`src/rtl/rs232_pkg.sv`:
```
// rs232_pkg: shared types, default sizing and parity helper for the RS232 receive path.
// Latency: n/a (declarations only).
// Backpressure: n/a.
package rs232_pkg;

    typedef enum logic [2:0] {
        ST_IDLE      = 3'd0,
        ST_START     = 3'd1,
        ST_DATA      = 3'd2,
        ST_PARITY    = 3'd3,
        ST_STOP      = 3'd4,
        ST_WAIT_IDLE = 3'd5
    } rx_state_t;

    // 50 MHz core clock, 115200 baud.
    localparam int DEFAULT_CYCLES_PER_BIT = 434;
    localparam int DEFAULT_DATA_WIDTH     = 8;

    // XOR reduction over data plus parity bit; 0 means even parity holds.
    function automatic logic parity_of(input logic [9:0] bits);
        return ^bits;
    endfunction

endpackage

```
`src/rtl/rs232_rx_bit_timer.sv`:
```
// rs232_rx_bit_timer: baud counter producing mid-bit sample ticks for the receive FSM.
// Latency: sample_tick is combinational from the counter flop; counter clears on clear or tick.
// Backpressure: none; free-running. Ports: clear (restart count), half_mode (half-bit target), sample_tick.
module rs232_rx_bit_timer
    import rs232_pkg::*;
#(
    parameter int CYCLES_PER_BIT = DEFAULT_CYCLES_PER_BIT,
    parameter int HALF_BIT       = CYCLES_PER_BIT / 2,
    parameter int COUNTER_WIDTH  = 9
) (
    input  logic clk,
    input  logic reset,
    input  logic clear,
    input  logic half_mode,
    output logic sample_tick
);

    logic [COUNTER_WIDTH-1:0] count_q;
    logic [COUNTER_WIDTH-1:0] count_d;

    always_comb begin
        sample_tick = half_mode ? (count_q == COUNTER_WIDTH'(HALF_BIT - 1))
                                : (count_q == COUNTER_WIDTH'(CYCLES_PER_BIT - 1));
        // Clearing on the tick keeps consecutive samples exactly one bit period apart.
        count_d = (clear || sample_tick) ? '0 : count_q + COUNTER_WIDTH'(1);
    end

    always_ff @(posedge clk) begin
        if (reset) begin
            count_q <= '0;
        end else begin
            count_q <= count_d;
        end
    end

endmodule

```
`src/rtl/rs232_rx_deserializer.sv`:
```
// rs232_rx_deserializer: RS232 receiver; 2-flop rxd sync, start validation, mid-bit sampling, 1-entry output register.
// Latency: pin to FSM 2 cycles; out_valid/out_data and error pulses appear 1 cycle after the stop-bit sample.
// Backpressure: out_valid/out_ready; a character completing while the register is full and not drained is dropped with an overrun pulse.
// Ports: rxd in, out_data/out_valid/out_ready, framing_error/parity_error/overrun 1-cycle pulses.
// Optional macro RS232_RX_PARITY_EN: even parity bit between data and stop; otherwise parity_error is tied 0.
module rs232_rx_deserializer
    import rs232_pkg::*;
#(
    parameter int CYCLES_PER_BIT = DEFAULT_CYCLES_PER_BIT,
    parameter int HALF_BIT       = CYCLES_PER_BIT / 2,
    parameter int DATA_WIDTH     = DEFAULT_DATA_WIDTH,
    parameter int COUNTER_WIDTH  = 9
) (
    input  logic                  clk,
    input  logic                  reset,
    input  logic                  rxd,
    input  logic                  out_ready,
    output logic [DATA_WIDTH-1:0] out_data,
    output logic                  out_valid,
    output logic                  framing_error,
    output logic                  parity_error,
    output logic                  overrun
);

    localparam int BC_W = $clog2(DATA_WIDTH);

    rx_state_t             state_q, state_d;
    logic [BC_W-1:0]       bit_count_q, bit_count_d;
    logic [DATA_WIDTH-1:0] shift_q, shift_d;
    logic [DATA_WIDTH-1:0] out_data_q, out_data_d;
    logic                  out_valid_q, out_valid_d;
    logic                  framing_error_q, framing_error_d;
    logic                  parity_error_q, parity_error_d;
    logic                  overrun_q, overrun_d;
    logic                  rxd_meta_q, rxd_sync_q;
    logic                  complete;
    logic                  sample_tick;
    logic                  timer_clear;
`ifdef RS232_RX_PARITY_EN
    logic                  par_q, par_d;
`endif

    // Restart the baud count whenever the FSM moves to a new state.
    assign timer_clear = (state_d != state_q);

    rs232_rx_bit_timer #(
        .CYCLES_PER_BIT (CYCLES_PER_BIT),
        .HALF_BIT       (HALF_BIT),
        .COUNTER_WIDTH  (COUNTER_WIDTH)
    ) u_bit_timer (
        .clk         (clk),
        .reset       (reset),
        .clear       (timer_clear),
        .half_mode   (state_q == ST_START),
        .sample_tick (sample_tick)
    );

    always_comb begin
        state_d         = state_q;
        bit_count_d     = bit_count_q;
        shift_d         = shift_q;
        out_data_d      = out_data_q;
        out_valid_d     = out_valid_q && !out_ready;
        framing_error_d = 1'b0;
        parity_error_d  = 1'b0;
        overrun_d       = 1'b0;
        complete        = 1'b0;
`ifdef RS232_RX_PARITY_EN
        par_d           = par_q;
`endif

        case (state_q)
            ST_IDLE: begin
                if (!rxd_sync_q) state_d = ST_START;
            end
            ST_START: begin
                if (sample_tick) begin
                    if (!rxd_sync_q) begin
                        state_d     = ST_DATA;
                        bit_count_d = '0;
                    end else begin
                        // Line went back high before mid-start: treat as a glitch.
                        state_d = ST_IDLE;
                    end
                end
            end
            ST_DATA: begin
                if (sample_tick) begin
                    shift_d     = {rxd_sync_q, shift_q[DATA_WIDTH-1:1]};
                    bit_count_d = bit_count_q + BC_W'(1);
                    if (bit_count_q == BC_W'(DATA_WIDTH - 1)) begin
`ifdef RS232_RX_PARITY_EN
                        state_d = ST_PARITY;
`else
                        state_d = ST_STOP;
`endif
                    end
                end
            end
`ifdef RS232_RX_PARITY_EN
            ST_PARITY: begin
                if (sample_tick) begin
                    par_d   = rxd_sync_q;
                    state_d = ST_STOP;
                end
            end
`endif
            ST_STOP: begin
                if (sample_tick) begin
                    if (!rxd_sync_q) begin
                        // Bad stop bit wins over any parity result.
                        framing_error_d = 1'b1;
                        state_d         = ST_WAIT_IDLE;
                    end else begin
                        state_d = ST_IDLE;
`ifdef RS232_RX_PARITY_EN
                        if (parity_of(10'({par_q, shift_q}))) parity_error_d = 1'b1;
                        else                                  complete       = 1'b1;
`else
                        complete = 1'b1;
`endif
                    end
                end
            end
            ST_WAIT_IDLE: begin
                // Hold off through a break so it reports only one framing error.
                if (rxd_sync_q) state_d = ST_IDLE;
            end
            default: state_d = ST_IDLE;
        endcase

        if (complete) begin
            if (!out_valid_q || out_ready) begin
                out_data_d  = shift_q;
                out_valid_d = 1'b1;
            end else begin
                overrun_d = 1'b1;
            end
        end
    end

    always_ff @(posedge clk) begin
        if (reset) begin
            rxd_meta_q      <= 1'b1;
            rxd_sync_q      <= 1'b1;
            state_q         <= ST_IDLE;
            bit_count_q     <= '0;
            shift_q         <= '0;
            out_data_q      <= '0;
            out_valid_q     <= 1'b0;
            framing_error_q <= 1'b0;
            parity_error_q  <= 1'b0;
            overrun_q       <= 1'b0;
`ifdef RS232_RX_PARITY_EN
            par_q           <= 1'b0;
`endif
        end else begin
            rxd_meta_q      <= rxd;
            rxd_sync_q      <= rxd_meta_q;
            state_q         <= state_d;
            bit_count_q     <= bit_count_d;
            shift_q         <= shift_d;
            out_data_q      <= out_data_d;
            out_valid_q     <= out_valid_d;
            framing_error_q <= framing_error_d;
            parity_error_q  <= parity_error_d;
            overrun_q       <= overrun_d;
`ifdef RS232_RX_PARITY_EN
            par_q           <= par_d;
`endif
        end
    end

    assign out_data      = out_data_q;
    assign out_valid     = out_valid_q;
    assign framing_error = framing_error_q;
    assign parity_error  = parity_error_q;
    assign overrun       = overrun_q;

endmodule
```
`config.mk`:
```
export PLATFORM = sky130hd
export DESIGN_NAME = rs232_rx_deserializer
export DESIGN_NICKNAME = d
export VERILOG_FILES = /design/src/rtl/rs232_pkg.sv /design/src/rtl/rs232_rx_bit_timer.sv /design/src/rtl/rs232_rx_deserializer.sv
export SDC_FILE = /design/constraint.sdc
export NUM_CORES = 1
export LEC_CHECK = 0
export BUFFER_PORTS_ARGS = -buffer_cell sky130_fd_sc_hd__buf_2
export CAP_MARGIN = 20
export CELL_PAD_IN_SITES_DETAIL_PLACEMENT = 0
export CELL_PAD_IN_SITES_GLOBAL_PLACEMENT = 1
export CORE_AREA = 2 2 67 69
export CTS_CLUSTER_DIAMETER = 50
export DETAILED_ROUTE_END_ITERATION = 6
export DIE_AREA = 0 0 69 71
export HOLD_SLACK_MARGIN = 0.05
export PLACE_DENSITY = 0.83
export SYNTH_ARGS = -nofsm -noshare
export SYNTH_HDL_FRONTEND = slang
export SYNTH_SLANG_ARGS = --single-unit
```
`constraint.sdc`:
```
create_clock -name clk -period 1.6 [get_ports clk]
set_clock_uncertainty 0.05 [all_clocks]
set_input_delay 0.08 -clock clk [delete_from_list [all_inputs] [get_ports clk]]
set_output_delay 0.08 -clock clk [all_outputs]
set_load 0.03 [all_outputs]
```
==> impl_metrics.py <==
metrics = {
    "outcome": {
        "status": "finished with violations",
        "violations": "setup timing",
    },
    "setup_path": {
        "critical_path.max_fanout": 3,
        "crit_end": "state_q[2]$_SDFF_PP0_",
        "slowest_delay_ns": 0.45,
        "cp.required_ns": 1.77,
        "crit_path_start_kind": "flip-flop",
        "rrSetupSlack_ns": -0.12,
        "path_cells": "or3b_4, or4_4, a2111oi_4, o21bai_1",
        "critPathCaptureType": "flip-flop",
        "cp_slowest_cell": "or4_4",
        "path_depth": 4,
        "critPathKind": "flip-flop to flip-flop",
        "path_delay_family": "simple AND/OR/NAND/NOR gates",
        "rr_endpoint": "state_q[2]$_SDFF_PP0_",
        "cp.arrival_ns": 1.90,
        "critPathBufInv": 0,
        "critPathLaunch": "state_q[2]$_SDFF_PP0_",
        "r2r_start": "state_q[2]$_SDFF_PP0_",
        "rr_worst_depth": 4,
    },
    "grt": {
        "grt_max_degree": 27,
        "grt_pass1_wl_um": 5790,
        "grt_overflow": 0,
        "antenna_found_initial": 0,
        "track_usage": 0.146,
        "grt_pass1_vias": 1313,
    },
    "clock_tree": {
        "htree_levels": 2,
        "numCtsBuffers": 5,
        "cts_tree": "built",
        "clk_pin_slew_worst_paths_ns": 0.08,
        "ctsRootBufferMaster": "clkbuf_8",
        "insertion_delay_ns": 0.29,
        "cts.path.max_buffers": 2,
        "clock_sinks": 36,
    },
    "timing": {
        "layout_setup_ws_ns": -0.122,
        "hold_violations": 0,
        "rsz0062_at_grt": "yes",
        "finalSetupViolations": 14,
        "slew_violations": 0,
        "fin_crit_sh": 1.08,
        "max_freq_mhz": 581,
        "period_needed_ns": 1.72,
        "hold_slack_ns": 0.0913,
    },
    "final_layout": {
        "fin_nets": 224,
        "most-common-layout-cells": "33 x dfxtp_1, 25 x buf_4, 22 x nand2_1, 20 x a21oi_1, 14 x buf_2",
        "instances_no_fill": 270,
        "fin_util": 0.484,
        "area_growth_pct": 30.1,
        "drive_gt1_frac": 0.317,
        "diodes": 0,
        "final_common_cell": "dfxtp_1",
        "postLayoutCellArea_sq_um": 2030,
    },
    "logic_synthesis": {
        "synth_nets": 190,
        "synth_top_cell_area_share": 0.461,
        "yosys.area.top_type": "dfxtp_1",
        "synthArstFlopShare": 0,
        "synth_compound_area_frac": 0.141,
        "syn_area_sq_um": 1560,
        "syn_avg_cell_area_sq_um": 8.55,
        "synth_edf_count": 0,
        "synth.top_cells.by_area": "dfxtp_1 46%, a21oi_1 6.4%, nand2_1 5.5%",
        "netlist_instances": 183,
        "yosys_warnings": 0,
        "synth_cell_type_count": 39,
        "synth.area.mux_share": 0,
        "synth-main-ff-cell": "dfxtp_1",
        "synth_top_family_by_area": "simple AND/OR/NAND/NOR gates",
        "yosysSeqAreaShare": 0.461,
        "synthSimpleGateAreaFrac": 0.281,
        "yosys.area_share.xor_xnor": 0.0392,
        "synthAdderAreaFrac": 0.0240,
        "ys_seq_elements": 36,
    },
    "job": {
        "cap_violations": 0,
    },
    "floorplan": {
        "die-area_sq_um": 4900,
        "die_x_um": 69,
        "num_rows": 24,
        "core_area_sq_um": 4200,
        "die_y_um": 71,
        "start_util": 0.372,
        "pin_count": 16,
    },
    "detailed_routing": {
        "drt-pass1-iter-count": 4,
        "routed_wl_um": 3340,
        "drc": 0,
        "wl_per_cell_um": 12.4,
        "first_iter_violations": 104,
        "postRouteAntennaNets": 0,
        "vias": 1367,
        "viasPerCell": 5.06,
    },
    "worst_hold_path": {
        "hold_path.class": "primary input to flip-flop",
    },
    "placement": {
        "io_buffer_count": 14,
        "dp_cells": 260,
        "dpl.hpwl_um": 2310,
        "gp_congestion": 0.777,
        "dpl_cell_area_sq_um": 1850,
    },
    "power_and_ir_drop": {
        "powerDensity_nw_per_um2": 888,
        "ir_worst_vdd_uv": 309,
        "p_leak_nw": 0.786,
    },
}
==> cells by family after synthesis <==
group           count (synthesis)
flops                          36
buf+inv                        17
simple gates                   81
xor+xnor                        7
compound gates                 38
fa+ha+maj                       3
other cells                     1
==> worst register-to-register path, cell delays in order (launching register included) <==
cell,delay [ns]
dfxtp_2,0.34
or3b_4,0.39
or4_4,0.45
a2111oi_4,0.28
o21bai_1,0.14
==> stage by stage <==
step	power [W]	setup WS, ns	setup TNS, ns
2_1_floorplan	0.000983	-0.153	-1.55
3_3_place_gp	0.00102	-0.0795	-0.769
3_5_place_dp	0.00102	-0.129	-1.22
4_1_cts	0.00183	-0.131	-1.14
5_1_grt	0.00188	-0.204	-1.75
6_report	0.00181	-0.122	-1.10
==> area by class of cell <==
class,instances,area [sq um]
fill,402,2170
multi-input combinational,130,835
timing repair buffer,41,288
inverter,3,11.3
tap,52,65.1
clock inverter,3,42.5
clock buffer,5,68.8
sequential,36,724
==> power breakdown <==
| group | internal, W | switching [W] |
|---|---|---|
| combinational | 0.0000441 | 0.0000479 |
| sequential | 0.000906 | 0.00000702 |
| clock | 0.000461 | 0.000340 |
| total | 0.00141 | 0.000395 |
==> layer usage <==
| metal | track usage | vias to the layer above | wire, um |
|---|---|---|---|
| met5 | 0 | - | 0 |
| met4 | 0.0632 | 0 | 28 |
| met3 | 0.0484 | 4 | 129 |
| met2 | 0.237 | 22 | 1520 |
| met1 | 0.177 | 639 | 1660 |
| li1 | - | 702 | - |
==> sequential cells by signal, summed over array words and instances (netlist names) <==
name / count
overrun: 1
bit_count_q: 3
state_q: 3
out_valid: 1
framing_error: 1
u_bit_timer.count_q: 9
shift_q: 8
rxd_meta_q: 1
out_data: 8
rxd_sync_q: 1
==> worst min path at each step <==
stage	cells past startpoint	endpoint	start
2_1_floorplan	1	rxd_meta_q$_SDFF_PP1_	rxd
3_3_place_gp	2	rxd_meta_q$_SDFF_PP1_	rxd
3_5_place_dp	2	rxd_meta_q$_SDFF_PP1_	rxd
4_1_cts	3	overrun$_SDFF_PP0_	out_ready
5_1_grt	3	overrun$_SDFF_PP0_	out_ready
6_report	3	overrun$_SDFF_PP0_	out_ready
==> synthesized netlist by cell type, types with 3 or more instances <==
cell type  instances
a21oi_1           20
dfxtp_1           36
nor2_1            12
nand4_1            6
clkbuf_1           9
xor2_1             6
nand3_1           16
nand2_1           23
o21ai_0           10
ha_1               3
inv_1              3
==> what timing repair did <==
item,4_1_cts,5_1_grt
resized for setup,5,13
endpoints found under the hold margin,1,0
hold buffers,1,0
setup endpoints to repair,22,31
buffers inserted,0,1
cloned,0,0
pin swaps,1,3
Note: power is estimated with default switching activity, not from simulation.
